`config.mk`:
```
export PLATFORM = sky130hd
export DESIGN_NAME = disp_7seg
export DESIGN_NICKNAME = d
export VERILOG_FILES = /design/src/rtl/disp_7seg.sv
export SDC_FILE = /design/constraint.sdc
export NUM_CORES = 1
export LEC_CHECK = 0
export ABC_CLOCK_PERIOD_IN_PS = 2900
export BUFFER_PORTS_ARGS = -buffer_cell sky130_fd_sc_hd__buf_2
export CAP_MARGIN = 20
export CORE_MARGIN = 3
export CORE_UTILIZATION = 55
export DETAILED_ROUTE_END_ITERATION = 10
export PLACE_DENSITY_LB_ADDON = 0.08
export SYNTH_ARGS = -nofsm -noshare
export SYNTH_HDL_FRONTEND = slang
export SYNTH_SLANG_ARGS = --single-unit
```
`constraint.sdc`:
```
create_clock -name clk -period 2.9 [get_ports clk]
set_input_delay 0.145 -clock clk [delete_from_list [all_inputs] [get_ports clk]]
set_output_delay 0.145 -clock clk [all_outputs]
set_load 0.02 [all_outputs]
```
`src/rtl/disp_7seg.sv`:
```
// Eight-digit multiplexed seven-segment driver with per-frame snapshot,
// leading-zero blanking and decimal-point control; outputs active-low.
module disp_7seg #(
  parameter int unsigned REFRESH_DIV = 100000
) (
  input  logic        clk,
  input  logic        rst,
  input  logic [31:0] data_reg,
  input  logic        blank_lz,
  input  logic [7:0]  dp_mask,
  output logic [7:0]  an,
  output logic [6:0]  seg,
  output logic        dp,
  output logic        frame
);

  localparam int unsigned CW =
    (REFRESH_DIV > 1) ? $clog2(REFRESH_DIV) : 1;
  localparam logic [CW-1:0] CNT_MAX = CW'(REFRESH_DIV - 1);

  logic [CW-1:0] cnt_q, cnt_d;
  logic [2:0]    idx_q, idx_d;
  logic [31:0]   snap_q, snap_d;
  logic          init_q, init_d;
  logic [7:0]    an_q, an_d;
  logic [6:0]    seg_q, seg_d;
  logic          dp_q, dp_d;
  logic          frame_q, frame_d;
  logic          tick, load, blank;
  logic [3:0]    nib;

  function automatic logic [6:0] hex2seg(input logic [3:0] h);
    logic [6:0] s;
    unique case (h)
      4'h0: s = 7'b1000000;
      4'h1: s = 7'b1111001;
      4'h2: s = 7'b0100100;
      4'h3: s = 7'b0110000;
      4'h4: s = 7'b0011001;
      4'h5: s = 7'b0010010;
      4'h6: s = 7'b0000010;
      4'h7: s = 7'b1111000;
      4'h8: s = 7'b0000000;
      4'h9: s = 7'b0010000;
      4'hA: s = 7'b0001000;
      4'hB: s = 7'b0000011;
      4'hC: s = 7'b1000110;
      4'hD: s = 7'b0100001;
      4'hE: s = 7'b0000110;
      4'hF: s = 7'b0001110;
    endcase
    return s;
  endfunction

  always_comb begin
    tick    = (cnt_q == CNT_MAX);
    load    = init_q | (tick & (idx_q == 3'd7));
    nib     = snap_q[{idx_q, 2'b00} +: 4];
    // digit k is a leading zero when every nibble from k upward is zero
    blank   = blank_lz && (idx_q != 3'd0) &&
              ((snap_q >> {idx_q, 2'b00}) == 32'd0);
    cnt_d   = tick ? '0 : cnt_q + CW'(1);
    idx_d   = tick ? idx_q + 3'd1 : idx_q;
    snap_d  = load ? data_reg : snap_q;
    init_d  = 1'b0;
    frame_d = load;
    an_d    = ~(8'b1 << idx_q);
    seg_d   = hex2seg(nib);
    dp_d    = ~dp_mask[idx_q];
    if (blank) begin
      an_d  = 8'hFF;
      seg_d = 7'h7F;
      dp_d  = 1'b1;
    end
  end

  always_ff @(posedge clk or negedge rst) begin
    if (!rst) begin
      cnt_q   <= '0;
      idx_q   <= 3'd0;
      snap_q  <= 32'd0;
      init_q  <= 1'b1;
      an_q    <= 8'hFF;
      seg_q   <= 7'h7F;
      dp_q    <= 1'b1;
      frame_q <= 1'b0;
    end else begin
      cnt_q   <= cnt_d;
      idx_q   <= idx_d;
      snap_q  <= snap_d;
      init_q  <= init_d;
      an_q    <= an_d;
      seg_q   <= seg_d;
      dp_q    <= dp_d;
      frame_q <= frame_d;
    end
  end

  assign an    = an_q;
  assign seg   = seg_q;
  assign dp    = dp_q;
  assign frame = frame_q;

endmodule
```
==> reports/qor.csv <==
metric,value,unit
r2r_slack,0.28,ns
cts_buffer_depth,2,
die_w,88.8,µm
synthTopCellsByCount,"dfrtp_1, mux2_2, nand2_1, nor2_1, dfstp_2",
final_nets,433,
clock_latency,0.35,ns
synth_top_area_frac,0.352,
crit_family,compound AO/OA/AOI/OAI gates,
ys_warn_count,0,
status,"complete, but fails checks",
final-hold-violation-count,11,
fill_cells,513,
fin_cells,459,
dr.pass1.iters,4,
setup-tns-final,0,ns
power,0.00227,W
post-route-period-util,0.905,
ys_seq_area_frac,0.470,
criticalPathCategory,flop to flop,
worst_pin_slew,1.03,ns
placedCellCount,443,
cp.arrival,2.89,ns
htree_levels,3,
path_buf_inv,0,
pin_count,60,
syn_nets,367,
slowest_stage,dfrtp_1,
critPathRequiredTime,3.16,ns
place_congestion,0.844,
report.final.slew_viol_count,0,
setup_violations,0,
clock_sinks,70,
final_util,0.673,
synth_enable_flop_cells,0,
postCtsSetupRepairBufs,0,
clock.fmax,381,MHz
fin_crit,2.62,ns
rsz0062_at_grt,no,
skew,0.0119,ns
vdd_ir_drop_max,0.000402,V
core_area,0.00649,mm²
die_height,88.8,µm
max-cap-violations,0,
start_util,0.580,
grt_pass1_vias,2498,
numCtsBuffers,9,
crit_fanout,12,
num_vias,2630,
cts_tree,built,
synthFlopType,dfrtp_1,
routed_via_density,5.73,
hpwl,5600,µm
yosys.area.top_type,dfrtp_1,
async_reset_ff_frac,1.00,
grt_overflow,0,
reg2reg_to,seg[4],
yosys-top-cells-area,"dfrtp_1, dfstp_2, mux2_2",
leakagePower,1.85,nW
numPortBuffers,59,
clockRootBuffer,clkbuf_8,
clk_pin_slew,0.08,ns
grt_start_max_net_pins,71,
start_kind,flop,
dpl_cell_area,0.00415,mm²
hold_ws,-0.0162,ns
pwr_density_cell,520,mW/mm²
antenna_found_initial,0,
postSynthRegisterBits,70,
routed_wl,7630,µm
grt_usage,0.211,
final-seq-area,0.00177,mm²
violations,negative hold slack,
drt-initial-drc-count,114,
holdCritPathClass,input pin to asynchronous set/reset pin,
reg2reg_depth,7,
r2r_start,idx_q[1],
placementRows,29,
die_area,0.00788,mm²
postSynthCellCount,311,
yosysMostFrequentCell,dfrtp_1,
avgRoutedWirePerCell,16.6,µm
crit_chain,"mux4_2, mux2i_1, ha_1, nand2_1, a2111oi_1, o21ai_2, o221ai_1",
crit_path_end_kind,flop,
synth_cell_type_count,54,
final_area,0.00437,mm²
max_slew_margin,0.313,
drc,0,
drive_gt1_frac,0.411,
netlist_area,0.00377,mm²
synth_area_per_cell,12.1,µm²
cp_slowest_stage_delay,0.64,ns
grt_pass1_wl,12700,µm
final_antenna_net_count,0,
syn2layout_area_growth,16.1,%
multi_input_area,0.00188,mm²
diodes,0,
-- area by class of cell --
class / count / area share
Multi-Input combinational cell: 218 / 0.429
Sequential cell: 70 / 0.406
Timing Repair Buffer: 69 / 0.0847
Clock buffer: 10 / 0.0292
Tap cell: 77 / 0.0220
Clock inverter: 6 / 0.0215
Inverter: 9 / 0.00772
-- layout by cell type (no fill, tap or decap), types with 5 or more instances in the layout --
cell type	synthesis	routed
buf_2	7	59
dfrtp_1	53	52
mux2_2	32	32
nand2_1	20	20
nor2_1	19	19
dfstp_2	17	17
mux2i_1	13	13
ha_1	13	13
mux4_2	10	10
buf_4	0	10
xnor2_1	9	9
clkbuf_8	0	9
nor4_1	8	8
nand3_1	8	8
o21ai_1	7	7
a21oi_1	7	7
xor2_1	7	7
inv_1	6	6
o21ai_0	5	5
nor3_1	5	5
-- stage by stage --
step                      setup slack [ns]  hold WS [ns]
final                                0.276       -0.0162
after global placement               0.320         0.376
after global routing                0.0894        0.0106
after CTS                            0.197        0.0105
after floorplan                      0.232        -0.151
after detailed placement             0.212         0.381
-- kinds of logic (layout without fill, tap and decap cells) --
| logic type | Yosys count | count (layout) | share of synthesized area |
|---|---|---|---|
| multiplexers | 57 | 57 | 0.200 |
| adder cells (fa/ha/maj) | 13 | 13 | 0.0432 |
| buffers and inverters | 23 | 94 | 0.0332 |
| other | 1 | 1 | 0.000995 |
| XOR/XNOR | 16 | 16 | 0.0372 |
| flip-flops | 70 | 70 | 0.470 |
| AND/OR/NAND/NOR | 86 | 86 | 0.124 |
| AO/OA/AOI/OAI | 45 | 45 | 0.0913 |
-- where the power goes --
| group | switching (W) | internal (W) | total, W |
|---|---|---|---|
| logic | 0.000146 | 0.000144 | 0.000290 |
| clock network | 0.000383 | 0.000490 | 0.000874 |
| registers | 0.0000589 | 0.00105 | 0.00111 |
-- state kept, by name, summed over array words and instances (netlist names) --
signal  count
an          8
idx_q       3
frame       1
seg         7
init_q      1
dp          1
snap_q     32
cnt_q      17
-- per-layer routing --
| metal | up-vias | share of wire | global-route usage | wire length (µm) |
|---|---|---|---|---|
| met1 | 1290 | 0.47 | 0.307 | 3610 |
| met5 | - | 0 | 0 | 0 |
| met2 | 59 | 0.47 | 0.315 | 3600 |
| met4 | 0 | 0.014 | 0.0783 | 106 |
| met3 | 10 | 0.041 | 0.0382 | 310 |
| li1 | 1271 | - | - | - |
-- what timing repair did --
action                                  in CTS  in global routing
hold buffers                                 0                  0
resized for setup                            0                  1
endpoints found under the hold margin        0                  0
endpoints found under the setup margin       0                  1
-- worst max path at each step --
stage	from	end	slack, ns	cells past startpoint
final	idx_q[1]	seg[4]	0.28	7
after global routing	idx_q[0]	seg[4]	0.09	7
after CTS	idx_q[0]	seg[4]	0.20	7
after detailed placement	idx_q[0]	seg[4]	0.21	7
after global placement	idx_q[1]	snap_q[8]	0.32	5
after floorplan	idx_q[1]	seg[1]	0.23	11
(Power assumes the default switching activity.)
